[config.mk]
export PLATFORM = sky130hd
export DESIGN_NAME = regfile_multiport
export DESIGN_NICKNAME = d
export VERILOG_FILES = /design/src/rtl/regfile_multiport.sv
export SDC_FILE = /design/constraint.sdc
export NUM_CORES = 1
export LEC_CHECK = 0
export ABC_CLOCK_PERIOD_IN_PS = 1200
export CORE_ASPECT_RATIO = 0.9
export CORE_MARGIN = 2
export CORE_UTILIZATION = 55
export CTS_CLUSTER_DIAMETER = 60
export CTS_CLUSTER_SIZE = 10
export DETAILED_ROUTE_END_ITERATION = 10
export GPL_TIMING_DRIVEN = 0
export PLACE_DENSITY_LB_ADDON = 0.25
export REMOVE_ABC_BUFFERS = 1
export SYNTH_ARGS = -nofsm -noshare
export SYNTH_HDL_FRONTEND = slang
export SYNTH_SLANG_ARGS = --single-unit
[constraint.sdc]
create_clock -name clk -period 1.2 [get_ports clk]
set_input_delay 0.18 -clock clk [delete_from_list [all_inputs] [get_ports clk]]
set_output_delay 0.18 -clock clk [all_outputs]
set_load 0.02 [all_outputs]
[src/rtl/regfile_multiport.sv]
// ---------------------------------------------------------------------------
// regfile_multiport
//
// Register file with two registered read ports, one registered debug tap,
// two write ports and a per-register "pending" (busy) scoreboard bit.
//
// Write port 1 (memory result) overrides write port 0 (execute result) when
// both target the same register in one cycle. A lock marks a register as
// pending and takes priority over a same-cycle write, because the lock
// belongs to a newer producer. Any write clears the pending bit.
//
// With ZERO_REG=1, register 0 reads as zero and is never busy. Writes and
// locks aimed at register 0 are discarded.
//
// Optional feature (compile-time macro REGFILE_BYPASS_EN):
//   defined   - reads return same-edge write data (port 1 over port 0) and
//               the post-update busy value
//   undefined - reads return the pre-write entry and the pre-update busy bit
//
// Parameters:
//   DATA_W   register / bus width in bits
//   ADDR_W   register index width; DEPTH = 2**ADDR_W
//   ZERO_REG 1 = register 0 is hardwired to zero
//
// Ports:
//   clk                         single clock, rising edge
//   rst_n                       asynchronous active-low reset
//   ra, rb                      read indices, ports A and B
//   bus_a, bus_b                registered read data (one-cycle latency)
//   busy_a, busy_b              registered pending flag of the register read
//   w0_en, w0_addr, w0_data     write port 0 (execute result)
//   w1_en, w1_addr, w1_data     write port 1 (memory result)
//   lock_en, lock_addr          mark a destination register as pending
//   dbg_addr, dbg_data          registered debug tap
// ---------------------------------------------------------------------------
module regfile_multiport #(
    parameter int DATA_W   = 16,
    parameter int ADDR_W   = 3,
    parameter int ZERO_REG = 1
) (
    input  logic              clk,
    input  logic              rst_n,
    input  logic [ADDR_W-1:0] ra,
    input  logic [ADDR_W-1:0] rb,
    output logic [DATA_W-1:0] bus_a,
    output logic [DATA_W-1:0] bus_b,
    output logic              busy_a,
    output logic              busy_b,
    input  logic              w0_en,
    input  logic [ADDR_W-1:0] w0_addr,
    input  logic [DATA_W-1:0] w0_data,
    input  logic              w1_en,
    input  logic [ADDR_W-1:0] w1_addr,
    input  logic [DATA_W-1:0] w1_data,
    input  logic              lock_en,
    input  logic [ADDR_W-1:0] lock_addr,
    input  logic [ADDR_W-1:0] dbg_addr,
    output logic [DATA_W-1:0] dbg_data
);

    localparam int DEPTH = 1 << ADDR_W;

    // Storage and scoreboard
    logic [DATA_W-1:0] mem_q [DEPTH];
    logic [DATA_W-1:0] mem_d [DEPTH];
    logic [DEPTH-1:0]  busy_q;
    logic [DEPTH-1:0]  busy_d;

    // Registered outputs
    logic [DATA_W-1:0] bus_a_q,    bus_a_d;
    logic [DATA_W-1:0] bus_b_q,    bus_b_d;
    logic              busy_a_q,   busy_a_d;
    logic              busy_b_q,   busy_b_d;
    logic [DATA_W-1:0] dbg_data_q, dbg_data_d;

    // Qualified write/lock strobes (register 0 is protected when ZERO_REG=1)
    logic w0_ok;
    logic w1_ok;
    logic lock_ok;

    function automatic logic is_zero_reg(input logic [ADDR_W-1:0] idx);
        return (ZERO_REG != 0) && (idx == '0);
    endfunction

    assign w0_ok   = w0_en   && !is_zero_reg(w0_addr);
    assign w1_ok   = w1_en   && !is_zero_reg(w1_addr);
    assign lock_ok = lock_en && !is_zero_reg(lock_addr);

    // ------------------------------------------------------------------
    // Next-state of storage and scoreboard.
    // Ordering encodes priority: w1 after w0 (port 1 wins), lock after the
    // writes (lock wins over a same-cycle write clear).
    // ------------------------------------------------------------------
    always_comb begin
        mem_d  = mem_q;
        busy_d = busy_q;

        if (w0_ok) begin
            mem_d[w0_addr]  = w0_data;
            busy_d[w0_addr] = 1'b0;
        end
        if (w1_ok) begin
            mem_d[w1_addr]  = w1_data;
            busy_d[w1_addr] = 1'b0;
        end
        if (lock_ok) begin
            busy_d[lock_addr] = 1'b1;
        end
    end

    // ------------------------------------------------------------------
    // Read ports and debug tap
    // ------------------------------------------------------------------
    always_comb begin
        bus_a_d    = '0;
        bus_b_d    = '0;
        busy_a_d   = 1'b0;
        busy_b_d   = 1'b0;
        dbg_data_d = '0;

`ifdef REGFILE_BYPASS_EN
        // Sourcing from the next-state arrays forwards same-edge write data
        // (already resolved w1 over w0) and the post-update busy bits.
        if (!is_zero_reg(ra)) begin
            bus_a_d  = mem_d[ra];
            busy_a_d = busy_d[ra];
        end
        if (!is_zero_reg(rb)) begin
            bus_b_d  = mem_d[rb];
            busy_b_d = busy_d[rb];
        end
        if (!is_zero_reg(dbg_addr)) begin
            dbg_data_d = mem_d[dbg_addr];
        end
`else
        if (!is_zero_reg(ra)) begin
            bus_a_d  = mem_q[ra];
            busy_a_d = busy_q[ra];
        end
        if (!is_zero_reg(rb)) begin
            bus_b_d  = mem_q[rb];
            busy_b_d = busy_q[rb];
        end
        if (!is_zero_reg(dbg_addr)) begin
            dbg_data_d = mem_q[dbg_addr];
        end
`endif
    end

    // ------------------------------------------------------------------
    // State registers
    // ------------------------------------------------------------------
    always_ff @(posedge clk or negedge rst_n) begin
        if (!rst_n) begin
            for (int unsigned i = 0; i < DEPTH; i++) begin
                mem_q[i] <= '0;
            end
            busy_q     <= '0;
            bus_a_q    <= '0;
            bus_b_q    <= '0;
            busy_a_q   <= 1'b0;
            busy_b_q   <= 1'b0;
            dbg_data_q <= '0;
        end else begin
            for (int unsigned i = 0; i < DEPTH; i++) begin
                mem_q[i] <= mem_d[i];
            end
            busy_q     <= busy_d;
            bus_a_q    <= bus_a_d;
            bus_b_q    <= bus_b_d;
            busy_a_q   <= busy_a_d;
            busy_b_q   <= busy_b_d;
            dbg_data_q <= dbg_data_d;
        end
    end

    assign bus_a    = bus_a_q;
    assign bus_b    = bus_b_q;
    assign busy_a   = busy_a_q;
    assign busy_b   = busy_b_q;
    assign dbg_data = dbg_data_q;

endmodule

Word-level counts from Yosys, hierarchy flattened:

Index checks and enable logic that the tools add are counted.

* bits in registers: 186
* latch bits: 0
* memory bits (writable): 0
* ROM bits: 0
* bits of input ports: 55
* word-level logic and storage cells: 91
* memories: 0

* $add $sub $neg: 0
* multipliers: 0
* divide/modulo/power cells: 0
* order comparisons: 15
* eq/ne operators: 0
* shifts and indexed selects: 0
* mux-type cells: 35
* bitwise operators: 10
* reductions and logical operators: 17

Operators by type and width (number)
* bitwise mux 128 bit: 2
* 2-to-1 mux 128 bit: 2
* 2-to-1 mux 16 bit: 11
* binary-select mux 16 bit (select 3 bit): 3
* demux 16 bit (select 3 bit): 2
* 2-to-1 mux 8 bit: 3
* greater-or-equal comparator 4 bit (second input constant): 5
* < comparator 3 x 4 -> 1 bit (second input constant): 5
* NOT 3 -> 4 bit: 5
* logical NOT 3 bit: 6
* AND 8 bit: 2
* NOT 8 bit: 2
* demux 1 bit (select 3 bit): 3
* greater-or-equal comparator 3 x 1 -> 1 bit (second input constant): 3
* logical AND 1 bit: 8
* < comparator 4 x 1 -> 1 bit (second input constant): 2
* OR 8 bit: 1
* 2-to-1 mux 1 bit: 7
* binary-select mux 1 bit (select 3 bit): 2
* logical NOT 1 bit: 3

Longest topological paths before layout:

Gate-level depths: netlist of run 1.

* depth in word-level cells: 11
* gate-level depth with buffers: 6
* mapped depth without buffers: 3

Least setup slack after synthesis of run 1:

Ideal clock, no wire load.

* path kind: input-to-reg
* start point: input ra[0]
* end point: register bus_a_q[10], in the netlist bus_a[10]
* library setup time: 0.137 ns
* arrival: 1.061 ns
* path slack: 0.002 ns
* stages on the path: 5
* buffers on the path: 2
* cell sequence: buf_6 > buf_8 > mux4_2 > inv_1 > a21oi_1

* cells in the longest elaborated chain, start to end: 5

Ends and longest elaborated chain
* start: declaration: RTL line 43 `input logic [ADDR_W-1:0] ra,`
* NOT 3 -> 4 bit (not written as such): RTL line 137 `bus_a_d = mem_q[ra];`
* binary-select mux 16 bit (select 3 bit): RTL line 137
* 2-to-1 mux 16 bit (not written as such) (2 in a row): RTL line 137
* 2-to-1 mux 16 bit *: RTL line 136 `if (!is_zero_reg(ra)) begin`
* named net bus_a_d[10]: RTL line 70 `logic [DATA_W-1:0] bus_a_q, bus_a_d;`
* end signal: assignment: RTL line 169 `bus_a_q <= bus_a_d;`
* end: declaration: RTL line 70

The timed path passes the listed nets; every way through them passes the cells marked *. The select of a mux whose other input is x is not followed.

Final worst setup path of run 1:

* start point: register mem_q[23] in the netlist's numbering
* end point: register dbg_data_q[7], in the netlist dbg_data[7]

* cells in the longest elaborated chain, start to end: 4

Ends and longest elaborated chain
* start: declaration: RTL line 64 `logic [DATA_W-1:0] mem_q [DEPTH];`
* start signal: indexed assignment: RTL line 166 `mem_q[i] <= mem_d[i];`
* binary-select mux 16 bit (select 3 bit): RTL line 145 `dbg_data_d = mem_q[dbg_addr];`
* 2-to-1 mux 16 bit (not written as such) (2 in a row): RTL line 145
* 2-to-1 mux 16 bit: RTL line 144 `if (!is_zero_reg(dbg_addr)) begin`
* named net dbg_data_d[7]: RTL line 74 `logic [DATA_W-1:0] dbg_data_q, dbg_data_d;`
* end signal: assignment: RTL line 173 `dbg_data_q <= dbg_data_d;`
* end: declaration: RTL line 74

The timed path passes the listed nets, and every way through them passes these cells. The select of a mux whose other input is x is not followed.

==> impl_metrics.csv, run 1 <==
group,metric,value,unit
synthesis,netlist_area,9768,µm²
global_routing,grt_pass1_vias,7499,
global_routing,grt_start_max_net_pins,109,
power_and_ir_drop,p_total,0.01898,W
drt,wl_per_cell,24.05,µm
finish,postLayoutCellArea,12060,µm²
die,fp.dieW,144.5,µm
die,start_util,0.5583,
drt,num_vias,7864,
finish,drive_above_1_share,0.3159,
flow_run,cap_violations,0,
place,gp_congestion,0.7835,
global_routing,grt_first_pass_wirelength,43560,µm
drt,wl,29680,µm
drt,drt_drc_violations_left,0,
die,die-area,18840,µm²
synthesis,syn_inst,871,
synthesis,ys_seq_area_frac,0.4329,
finish,finalNetCount,1037,
drt,drt_first_pass_iters,5,
synthesis,synth_edf_count,0,
synthesis,synth_most_common_cell,"dfrtp_1",
critical_path,cp-start-kind,"flip-flop",
timing,skew,0.006553,ns
global_routing,grt_overflow_total,0,
timing,tightest_slew,1.112,ns
critical_path,critPathMaxFanout,4,
synthesis,post-synth-top-area-cell,"dfrtp_1",
finish,insertedDiodeCount,0,
timing,final_hold_viol_count,0,
clocking,cts_buffers,17,
synthesis,synth-async-reset-ratio,1.000,
timing,finalSetupViolCount,9,
power_and_ir_drop,ir_drop,0.8900,mV
timing,fmax,0.8194,GHz
die,num_rows,46,
run_status,outcome,"complete, but fails checks",
critical_path,required,1.47,ns
synthesis,synthTopCellsByArea,"dfrtp_1 (43%), mux4_2 (12%), mux2i_1 (11%), a21oi_1 (5.0%), a221oi_1 (3.0%)",
critical_path,endpoint_kind,"flip-flop",
synthesis,ys.flop_type,"dfrtp_1",
finish,n_fill_cell,1295,
critical_path,path_class,"flip-flop to flip-flop",
place,hpwl,16670,µm
synthesis,synth-seq-cells,169,
global_routing,antenna_found_initial,0,
synthesis,synth_top_area_share,0.4329,
timing,fin_crit_sh,1.017,
critical_path,rrSetupSlack,-0.02,ns
die,core,17500,µm²
synthesis,ys_top_cells_by_count,"dfrtp_1 (169), mux2i_1 (112), a21oi_1 (98), nand2_1 (66), nor2_1 (64)",
power_and_ir_drop,leakagePower,5.374,nW
place,placed_area,10880,µm²
clocking,clk_pin_slew,0.07,ns
drt,drt_iter0_drc,998,
die,die_height,130.4,µm
die,io_pins,105,
timing,fin_ws,-0.02047,ns
clocking,worstSkewPairLatency,0.43,ns
synthesis,postSynthAreaPerCell,11.21,µm²
clocking,cts.sinks,169,
timing,final_max_slew_viol_count,0,
clocking,cts_tree,"built",
timing,min_period,1.220,ns
drt,drtAntennaViolNets,0,
drt,routed_via_density,6.373,
worst_hold_path,min_path_type,"input port to flip-flop",
synthesis,yosysWarnings,0,
place,numPortBuffers,104,
global_routing,grt_usage,0.3155,
timing,slew_headroom,0.2588,
timing,rsz0062_at_grt,"yes",
run_status,violations,"negative setup slack",
critical_path,cp.arrival,1.49,ns
power_and_ir_drop,power_density,1574,nW/µm²
finish,area_growth,23.43,%
clocking,clock_path_buffers,2,
clocking,cts_root_buffer,"clkbuf_16",
clocking,htreeDepth,4,
finish,final_util,0.6891,
synthesis,synth_cell_type_count,30,
-- worst max-delay path, stage by stage (launching register included) --
cell and delay (ns):
dfrtp_1 0.42, mux4_2 0.47, nand2_1 0.08, o21ai_1 0.09
-- sequential cells by signal, indices dropped and copies added, names as in the netlist --
name	cells
busy_b	1
busy_a	1
bus_a	16
mem_q	112
busy_q	7
dbg_data	16
bus_b	16
-- logic make-up after synthesis --
family,share of synthesized area
compound gates,0.1321
mux,0.2885
buf+inv,0.07570
simple gates,0.07083
flops,0.4329
-- per-stage QoR --
step	instances	TNS, ns	hold WS [ns]	setup WS [ns]
final	1234	-0.1161	0.2109	-0.02047
after global routing	1234	-1.510	0.2239	-0.07960
after CTS	1220	-0.07154	0.2052	-0.02871
after detailed placement	1158	-169.99	0.1443	-1.372
after global placement	1135	-1535.98	0.5043	-7.044
after floorplan	791	-32.07	-0.1156	-0.3435
-- power breakdown --
part | total (W) | switching (W) | leakage, nW | internal [W]
logic | 0.00527 | 0.00257 | 3.07 | 0.00270
clock network | 0.00579 | 0.00226 | 0.306 | 0.00354
registers | 0.00792 | 0.00100 | 2.00 | 0.00692
-- path summary, 6_finish.rpt --
| kind | startpoint | endpoint | cells after the start |
|---|---|---|---|
| max | mem_q[23] | dbg_data[7] | 3 |
| min | rb[0] | bus_b[10] | 3 |
| max reg2reg | mem_q[23] | dbg_data[7] | 3 |
| min reg2reg | busy_q[3] | busy_q[3] | 2 |
| max in group asynchronous | rst_n | mem_q[74] | 3 |
| min in group asynchronous | rst_n | dbg_data[9] | 2 |
-- timing repair --
| action | in CTS | in global routing |
|---|---|---|
| endpoints found under the hold margin | 61 | 0 |
| hold buffers | 1 | 0 |
| gates resized for setup | 242 | 70 |
| buffers inserted | 29 | 12 |
| cloned | 1 | 2 |
| pin swaps | 8 | 14 |
| endpoints found under the setup margin | 219 | 170 |
-- layer usage --
metal,share of wire,up-vias,global-route usage
li1,-,3421,-
met3,0.10,79,0.08127
met1,0.40,3892,0.4278
met5,0,-,0
met4,0.027,0,0.1148
met2,0.47,472,0.4979
-- placed cells by master, fill, tap and decap left out, types with 8 or more instances in the layout --
cell / count
dfrtp_1: 169
mux2i_1: 112
a21oi_1: 87
nor2_1: 64
nand2_1: 62
buf_2: 51
mux4_2: 50
o21ai_1: 47
buf_4: 36
clkdlybuf4s50_1: 36
mux2_2: 29
inv_1: 24
a221oi_2: 23
clkbuf_16: 18
o21ai_0: 17
a22oi_1: 16
buf_12: 14
mux2_4: 13
inv_2: 12
a21oi_2: 11
buf_8: 11
a221oi_1: 10
mux2_1: 8
-- area by class of cell --
type,instances,area [µm²],share of cell area
multi-input cells,588,5142,0.4265
flip-flops and latches,169,4229,0.3508
repair buffers,170,1634,0.1355
clock buffers,24,501.7,0.04161
well taps,240,300.3,0.02491
inverters,36,135.1,0.01121
clock inverters,7,113.9,0.009444
Note: power is estimated with default switching activity, not from simulation.
==> run 2: changes to the inputs <==
CTS_CLUSTER_DIAMETER = 200   (was 60)
==> results of run 2 <==
Final layout, timing and power as in run 1 (identical DEF).
